$ cat src/rtl/router_input_port_pkg.sv
// Shared types and constants for the mesh router ingress port: AXIS flit structs,
// header TID, output lane indices and header field layout.
package router_input_port_pkg;

  localparam int AXIS_DATA_WIDTH = 40;
  localparam int AXIS_TID_WIDTH  = 2;

  typedef struct packed {
    logic                       tvalid;
    logic [AXIS_TID_WIDTH-1:0]  tid;
    logic [AXIS_DATA_WIDTH-1:0] tdata;
  } axis_mosi_t;

  typedef struct packed {
    logic tready;
  } axis_miso_t;

  localparam logic [AXIS_TID_WIDTH-1:0] ROUTING_HEADER = 2'd1;

  localparam int LANE_LOCAL = 0;
  localparam int LANE_N     = 1;
  localparam int LANE_E     = 2;
  localparam int LANE_S     = 3;
  localparam int LANE_W     = 4;

  typedef enum logic [1:0] {
    ST_IDLE = 2'd0,
    ST_HEAD = 2'd1,
    ST_BODY = 2'd2
  } rip_state_e;

  // Body length byte sits just above a second (x,y) coordinate pair.
  function automatic int hdr_len_lsb(input int x_w, input int y_w);
    return 2 * (x_w + y_w);
  endfunction

endpackage

$ cat src/rtl/router_input_port_if.sv
// Handshake bundle of one router input port: ingress AXIS link, the per-arbiter
// output lanes and the packet status flags.
interface router_input_port_if #(
  parameter int CHANNEL_NUMBER = 5
);
  import router_input_port_pkg::*;

  localparam int CH_W = $clog2(CHANNEL_NUMBER);

  axis_mosi_t                      in_mosi_i;
  axis_miso_t                      in_miso_o;
  axis_mosi_t [CHANNEL_NUMBER-1:0] out_mosi_o;
  axis_miso_t [CHANNEL_NUMBER-1:0] out_miso_i;
  logic                            busy_o;
  logic [CH_W-1:0]                 route_o;
  logic                            drop_o;

  modport slave (
    input  in_mosi_i, out_miso_i,
    output in_miso_o, out_mosi_o, busy_o, route_o, drop_o
  );

  modport master (
    output in_mosi_i, out_miso_i,
    input  in_miso_o, out_mosi_o, busy_o, route_o, drop_o
  );

endinterface

$ cat src/rtl/router_input_port_fifo.sv
// Synchronous FIFO, head visible combinationally, one cycle write-to-read latency.
// Push is ignored when full and pop when empty; full/empty come from a registered count.
module axis_sync_fifo #(
  parameter int WIDTH = 42,
  parameter int DEPTH = 4
) (
  input  logic             i_clk,
  input  logic             i_rst,
  input  logic             i_push,
  input  logic             i_pop,
  input  logic [WIDTH-1:0] i_dat,
  output logic             o_full,
  output logic             o_empty,
  output logic [WIDTH-1:0] o_head
);

  localparam int AW = $clog2(DEPTH);

  logic [WIDTH-1:0] r_mem [DEPTH];
  logic [AW-1:0]    r_wr_ptr;
  logic [AW-1:0]    r_rd_ptr;
  logic [AW:0]      r_count;
  logic             w_push;
  logic             w_pop;

  assign o_full  = (r_count == (AW+1)'(DEPTH));
  assign o_empty = (r_count == '0);
  assign o_head  = r_mem[r_rd_ptr];
  assign w_push  = i_push && !o_full;
  assign w_pop   = i_pop && !o_empty;

  always_ff @(posedge i_clk) begin
    if (i_rst) begin
      r_wr_ptr <= '0;
      r_rd_ptr <= '0;
      r_count  <= '0;
    end else begin
      if (w_push) r_wr_ptr <= r_wr_ptr + 1'b1;
      if (w_pop)  r_rd_ptr <= r_rd_ptr + 1'b1;
      case ({w_push, w_pop})
        2'b10:   r_count <= r_count + 1'b1;
        2'b01:   r_count <= r_count - 1'b1;
        default: r_count <= r_count;
      endcase
    end
  end

  // Storage needs no reset: the pointers define what is valid.
  always_ff @(posedge i_clk) begin
    if (w_push) r_mem[r_wr_ptr] <= i_dat;
  end

endmodule

$ cat src/rtl/router_input_port.sv
// Router ingress: buffers flits, XY-routes each packet and locks one output lane until the body is sent.
// Input to output takes at least 2 cycles; input TREADY drops only when the buffer is full.
module router_input_port
  import router_input_port_pkg::*;
#(
  parameter int CHANNEL_NUMBER = 5,
  parameter int MAX_ROUTERS_X  = 4,
  parameter int MAX_ROUTERS_Y  = 4,
  parameter int ROUTER_X       = 0,
  parameter int ROUTER_Y       = 0,
  parameter int BUFFER_DEPTH   = 4
) (
  input  logic                 clk_i,
  input  logic                 rst_i,
  router_input_port_if.slave   bus
);

  localparam int X_W     = $clog2(MAX_ROUTERS_X);
  localparam int Y_W     = $clog2(MAX_ROUTERS_Y);
  localparam int CH_W    = $clog2(CHANNEL_NUMBER);
  localparam int LEN_LSB = hdr_len_lsb(X_W, Y_W);
  localparam int FIFO_W  = AXIS_TID_WIDTH + AXIS_DATA_WIDTH;

  localparam logic [X_W-1:0] RX = X_W'(ROUTER_X);
  localparam logic [Y_W-1:0] RY = Y_W'(ROUTER_Y);

  rip_state_e                      r_state;
  rip_state_e                      w_state_nxt;
  logic [CH_W-1:0]                 r_route;
  logic [7:0]                      r_flits_left;

  logic                            w_in_rdy;
  logic                            w_push;
  logic                            w_pop;
  logic                            w_full;
  logic                            w_empty;
  logic [FIFO_W-1:0]               w_head;
  logic [AXIS_TID_WIDTH-1:0]       w_head_tid;
  logic [AXIS_DATA_WIDTH-1:0]      w_head_dat;
  logic                            w_is_hdr;
  logic [X_W-1:0]                  w_tx;
  logic [Y_W-1:0]                  w_ty;
  logic [7:0]                      w_len;
  logic [CH_W-1:0]                 w_route_dec;
  logic                            w_lane_rdy;
  logic                            w_xfer;
  logic                            w_drop;
  logic                            w_busy;
  axis_mosi_t [CHANNEL_NUMBER-1:0] w_lanes;

  // TREADY is held low while reset is applied so nothing is enqueued into a flushing buffer.
  assign w_in_rdy = !w_full && !rst_i;
  assign w_push   = bus.in_mosi_i.tvalid && w_in_rdy;

  axis_sync_fifo #(
    .WIDTH (FIFO_W),
    .DEPTH (BUFFER_DEPTH)
  ) u_fifo (
    .i_clk   (clk_i),
    .i_rst   (rst_i),
    .i_push  (w_push),
    .i_pop   (w_pop),
    .i_dat   ({bus.in_mosi_i.tid, bus.in_mosi_i.tdata}),
    .o_full  (w_full),
    .o_empty (w_empty),
    .o_head  (w_head)
  );

  assign {w_head_tid, w_head_dat} = w_head;
  assign w_is_hdr = (w_head_tid == ROUTING_HEADER);
  assign w_ty     = w_head_dat[Y_W-1:0];
  assign w_tx     = w_head_dat[X_W+Y_W-1:Y_W];
  assign w_len    = w_head_dat[LEN_LSB+7:LEN_LSB];

  always_comb begin
    w_route_dec = CH_W'(LANE_LOCAL);
    if (w_tx > RX)      w_route_dec = CH_W'(LANE_E);
    else if (w_tx < RX) w_route_dec = CH_W'(LANE_W);
    else if (w_ty > RY) w_route_dec = CH_W'(LANE_N);
    else if (w_ty < RY) w_route_dec = CH_W'(LANE_S);
  end

  always_comb begin
    w_lane_rdy = 1'b0;
    for (int i = 0; i < CHANNEL_NUMBER; i++) begin
      if (r_route == CH_W'(i)) w_lane_rdy = bus.out_miso_i[i].tready;
    end
  end

  assign w_xfer = (r_state != ST_IDLE) && !w_empty && w_lane_rdy;

  always_ff @(posedge clk_i) begin
    if (rst_i) r_state <= ST_IDLE;
    else       r_state <= w_state_nxt;
  end

  always_comb begin
    w_state_nxt = r_state;
    case (r_state)
      ST_IDLE: if (!w_empty && w_is_hdr) w_state_nxt = ST_HEAD;
      ST_HEAD: if (w_xfer) w_state_nxt = (r_flits_left == 8'd0) ? ST_IDLE : ST_BODY;
      ST_BODY: if (w_xfer && r_flits_left == 8'd1) w_state_nxt = ST_IDLE;
      default: w_state_nxt = ST_IDLE;
    endcase
  end

  always_comb begin
    w_lanes = '0;
    w_pop   = 1'b0;
    w_drop  = 1'b0;
    w_busy  = 1'b0;
    case (r_state)
      ST_IDLE: begin
        if (!w_empty && !w_is_hdr) begin
          w_pop  = 1'b1;
          w_drop = 1'b1;
        end
      end
      ST_HEAD, ST_BODY: begin
        w_busy = 1'b1;
        w_pop  = w_xfer;
        for (int i = 0; i < CHANNEL_NUMBER; i++) begin
          if (r_route == CH_W'(i)) begin
            w_lanes[i].tvalid = !w_empty;
            w_lanes[i].tid    = w_head_tid;
            w_lanes[i].tdata  = w_head_dat;
          end
        end
      end
      default: ;
    endcase
  end

  // Route and length are captured once per packet; embedded header TIDs in the body are ignored.
  always_ff @(posedge clk_i) begin
    if (rst_i) begin
      r_route      <= '0;
      r_flits_left <= '0;
    end else if (r_state == ST_IDLE && !w_empty && w_is_hdr) begin
      r_route      <= w_route_dec;
      r_flits_left <= w_len;
    end else if (r_state == ST_BODY && w_xfer) begin
      r_flits_left <= r_flits_left - 8'd1;
    end
  end

  assign bus.in_miso_o.tready = w_in_rdy;
  assign bus.out_mosi_o       = w_lanes;
  assign bus.busy_o           = w_busy;
  assign bus.route_o          = r_route;
  assign bus.drop_o           = w_drop;

endmodule

$ cat src/flat_wrapper.sv
// flat-port wrapper written by rule: the top's interface ports become plain ports
module router_input_port_flat import router_input_port_pkg::*;
#(
  parameter int CHANNEL_NUMBER = 5,
  parameter int MAX_ROUTERS_X  = 4,
  parameter int MAX_ROUTERS_Y  = 4,
  parameter int ROUTER_X       = 0,
  parameter int ROUTER_Y       = 0,
  parameter int BUFFER_DEPTH   = 4
)
  (clk_i, rst_i, bus_in_mosi_i, bus_out_miso_i, bus_in_miso_o, bus_out_mosi_o, bus_busy_o, bus_route_o, bus_drop_o);
  router_input_port_if #(.CHANNEL_NUMBER(CHANNEL_NUMBER)) bus_i ();
  input  logic clk_i;
  input  logic rst_i;
  input wire logic [$bits(bus_i.in_mosi_i)-1:0] bus_in_mosi_i;
  input wire logic [$bits(bus_i.out_miso_i)-1:0] bus_out_miso_i;
  output wire logic [$bits(bus_i.in_miso_o)-1:0] bus_in_miso_o;
  output wire logic [$bits(bus_i.out_mosi_o)-1:0] bus_out_mosi_o;
  output wire logic [$bits(bus_i.busy_o)-1:0] bus_busy_o;
  output wire logic [$bits(bus_i.route_o)-1:0] bus_route_o;
  output wire logic [$bits(bus_i.drop_o)-1:0] bus_drop_o;
  assign bus_i.in_mosi_i = bus_in_mosi_i;
  assign bus_i.out_miso_i = bus_out_miso_i;
  assign bus_in_miso_o = bus_i.in_miso_o;
  assign bus_out_mosi_o = bus_i.out_mosi_o;
  assign bus_busy_o = bus_i.busy_o;
  assign bus_route_o = bus_i.route_o;
  assign bus_drop_o = bus_i.drop_o;
  router_input_port #(.CHANNEL_NUMBER(CHANNEL_NUMBER), .MAX_ROUTERS_X(MAX_ROUTERS_X), .MAX_ROUTERS_Y(MAX_ROUTERS_Y), .ROUTER_X(ROUTER_X), .ROUTER_Y(ROUTER_Y), .BUFFER_DEPTH(BUFFER_DEPTH)) u_core (.clk_i(clk_i), .rst_i(rst_i), .bus(bus_i));
endmodule
$ cat config.mk
export PLATFORM = sky130hd
export DESIGN_NAME = router_input_port_flat
export DESIGN_NICKNAME = d
export VERILOG_FILES = /design/src/rtl/router_input_port_pkg.sv /design/src/rtl/router_input_port_if.sv /design/src/rtl/router_input_port_fifo.sv /design/src/rtl/router_input_port.sv /design/src/flat_wrapper.sv
export SDC_FILE = /design/constraint.sdc
export NUM_CORES = 1
export LEC_CHECK = 0
export CAP_MARGIN = 20
export CORE_ASPECT_RATIO = 1.75
export CORE_MARGIN = 5
export CORE_UTILIZATION = 34
export DETAILED_ROUTE_END_ITERATION = 6
export GPL_TIMING_DRIVEN = 0
export PLACE_DENSITY = 0.71
export SETUP_SLACK_MARGIN = 0.05
export SLEW_MARGIN = 20
export SYNTH_ARGS = -nofsm -noshare
export SYNTH_HDL_FRONTEND = slang
export SYNTH_HIERARCHICAL = 1
export SYNTH_SLANG_ARGS = --single-unit
$ cat constraint.sdc
create_clock -name clk_i -period 5.49 [get_ports clk_i]
set_clock_uncertainty 0.1 [all_clocks]
set_input_delay 1.098 -clock clk_i [delete_from_list [all_inputs] [get_ports clk_i]]
set_output_delay 1.098 -clock clk_i [all_outputs]
set_load 0.05 [all_outputs]
==> impl_metrics.yaml, run 1 <==
worst_hold_path:
  min_from: "u_core/u_fifo/r_rd_ptr[1]"
  holdPathStages: 2
  min_path_type: "register to register"
sta:
  finalSetupTns_ps: 0
  min_period_ps: 4710
  slew_viol_final: 0
  rsz0062_at_grt: "false"
  timing.final.ws_setup_ps: 781
  setup_viol: 0
  slew_headroom_pct: 51.1
  hold_violations: 0
  fmax_mhz: 212
  tightest_slew_ps: 733
  min_period_over_period_pct: 85.8
  hold_ws_ps: 378
worst_setup_path:
  crit_fanout: 10
  r2r_slack_ps: 1790
  cp-start-kind: "register"
  crit_required_ps: 4290
  reg2reg_depth: 15
  critical_path_arrival_ps: 3510
  end_kind: "primary output"
  path_class: "register to primary output"
  rr_endpoint: "u_core/u_fifo/r_count[2]"
die:
  die_x_um: 131
  dieArea_um2: 29200
  initial_utilization_pct: 34.5
  ios: 271
  core-area_um2: 25300
  die_y_um: 222
  num_rows: 77
power_and_ir_drop:
  power_frac_comb_pct: 24.3
  peakVddDrop_uv: 196
  clockPowerShare_pct: 32.1
  seq_power_share_pct: 43.6
  p_per_area_nw_per_um2: 307
  p_leak_uw: 0.00400
  swShare_pct: 31.8
  p_switching_uw: 1190
  internal_power_uw: 2540
cells_and_area:
  syn2layout_area_growth_pct: 38.8
  drive_gt1_share_pct: 14.9
  nNetsFinal: 1014
  final_cell_mix: "clkdlybuf4s50_1 (225), nor2_1 (186), edfxtp_1 (168)"
  regArea_um2: 5470
  mostFrequentLayoutCell: "clkdlybuf4s50_1"
  diodes: 0
  multi_input_area_um2: 2830
  fin_util_pct: 47.9
  fin_area_um2: 12100
  fill_cells: 2263
logic_synthesis:
  yosysWarningCount: 6
  synth_edf_count: 168
  syn_inst: 665
  synth_area_um2: 8750
  ys_seq_area_share_pct: 62.5
  synth_cell_types: 56
  ys_async_sr_fraction_pct: 0
  syn_avg_cell_area_um2: 13.2
  synth_top_flop_cell: "edfxtp_1"
  synth-seq-cells: 189
clock_network:
  cts_tree: "built"
  hold_buffers: 0
  clk_pin_slew_worst_paths_ps: 80
  clock_latency_ps: 430
  post-cts-setup-buffers: 0
  cts_resized: 0
  cts_buffers: 17
  cts.sink_count: 189
  clk_path_buf_depth: 2
  cts-root-buf: "clkbuf_16"
  htree_levels: 4
global_route:
  grt_pass1_wl_um: 37000
  globalRouteOverflowTotal: 0
  grt_max_degree: 43
  antenna_found_initial: 0
  grt_pass1_vias: 6438
  gr-usage-all-layers_pct: 16.3
outcome:
  outcome: "completed"
route:
  via_count: 6058
  wl_per_cell_um: 18.7
  avgViaCountPerCell: 4.73
  dr.pass1.iters: 5
  drt-total-wl_um: 24000
  ant_nets: 0
  remaining_drc_errors: 0
  drt_iter0_drc: 390
place:
  place_area_um2: 11600
  dpl.hpwl_um: 17500
  place_congestion: 0.811
  port_buffers: 225
  dpl_worst_slack_ps: 1130
run:
  drv_cap: 0
-- synth_stat cells (2+ instances only) --
library cell / n / area share, %
a31oi_1: 2 / 0.14
o221a_2: 2 / 0.26
or4_1: 2 / 0.17
or3_1: 3 / 0.21
buf_2: 5 / 0.29
inv_1: 16 / 0.69
buf_4: 45 / 3.9
o21ai_0: 8 / 0.46
nand2_1: 50 / 2.1
nor3b_1: 2 / 0.17
mux4_2: 40 / 10
a221oi_1: 3 / 0.30
and2_1: 7 / 0.50
a211oi_1: 3 / 0.26
mux2i_1: 3 / 0.34
nor3_1: 4 / 0.23
buf_12: 4 / 0.92
nor2_1: 186 / 8.0
xor2_1: 3 / 0.30
nand4_1: 4 / 0.29
dfxtp_1: 21 / 4.8
ha_1: 11 / 1.6
a21oi_1: 6 / 0.34
edfxtp_1: 168 / 58
clkbuf_1: 26 / 1.1
a311oi_1: 3 / 0.30
o21bai_1: 2 / 0.17
nand2b_1: 6 / 0.43
o211ai_1: 2 / 0.17
mux4_1: 2 / 0.60
-- worst max-delay path, cell delays in order, from the launching register on --
cell             delay, ps
dfxtp_1                400
inv_1                   80
ha_1                   330
clkbuf_1               320
clkbuf_1               520
nand2_1                350
nor2_1                 200
clkdlybuf4s50_1        870
-- registers in the layout (all words and copies together) (netlist names), named ones only --
| register | count |
|---|---|
| u_core/u_fifo/r_rd_ptr | 2 |
| u_core/r_state | 2 |
| u_core/u_fifo/r_wr_ptr | 2 |
| u_core/u_fifo/r_mem | 168 |
| u_core/bus.route_o | 2 |
| u_core/u_fifo/r_count | 3 |
| u_core/r_flits_left | 8 |
-- final cells by class --
| type | instances | area share [%] |
|---|---|---|
| clock inverter | 15 | 1.27 |
| inverter | 17 | 0.525 |
| sequential | 189 | 45.0 |
| tap | 316 | 3.26 |
| clock buffer | 17 | 3.50 |
| buffer | 82 | 4.57 |
| multi-input combinational | 420 | 23.3 |
| timing repair buffer | 225 | 18.5 |
-- routing by layer --
layer,up-vias,wire [um],track usage [%]
met5,-,0,0
met4,0,465,5.70
met3,25,1360,4.26
met2,218,13300,30.1
met1,2946,8870,17.9
li1,2869,-,-
-- worst max-delay path by stage --
stage,cells after the start,endpoint,startpoint
6_report,7,bus_out_mosi_o[98],u_core/r_state[0]
5_1_grt,7,bus_out_mosi_o[98],u_core/r_state[0]
4_1_cts,7,bus_out_mosi_o[98],u_core/r_state[0]
3_5_place_dp,7,bus_out_mosi_o[98],u_core/r_state[0]
3_3_place_gp,6,u_core/u_fifo/r_mem[2][26],rst_i
2_1_floorplan,15,u_core/u_fifo/r_count[2],register
-- power groups by stage --
stage / registers [uW] / clock network (uW) / logic [uW]
2_1_floorplan: 1660 / 0 / 622
3_3_place_gp: 1660 / 0 / 905
3_5_place_dp: 1660 / 0 / 910
4_1_cts: 1630 / 1230 / 913
5_1_grt: 1630 / 1290 / 966
6_report: 1630 / 1200 / 904
-- kinds of logic (layout without fill, tap and decap cells) --
group                      after synthesis  after routing  synth area share, %
and+or+nand+nor                        277            277                 13.4
DFF                                    189            189                 62.5
buffers and inverters                   99            356                 7.08
muxes                                   46             46                 11.4
AOI/OAI and AO/OA                       38             38                 3.48
adders and majority gates               12             12                 1.80
xor gates and xnor gates                 3              3                0.300
other                                    1             44               0.0429
-- per-stage QoR --
stage	total power, uW	instances
final	3730	1281
after global routing	3880	1281
after CTS	3770	1281
after detailed placement	2570	1249
after global placement	2560	1249
after floorplan	2280	708
No activity file was read; power rests on OpenSTA's default activity.
==> run 2, diff against run 1 <==
- ABC_AREA: not set -> 0
==> results of run 2 <==
The final DEF is identical to that of run 1; final timing and power are the same.
==> run 3, diff against run 2 <==
- ABC_CLOCK_PERIOD_IN_PS: not set -> 5490
- SKIP_CTS_REPAIR_TIMING: not set -> 1
==> results of run 3 <==
The final DEF is identical to that of run 1; final timing and power are the same.
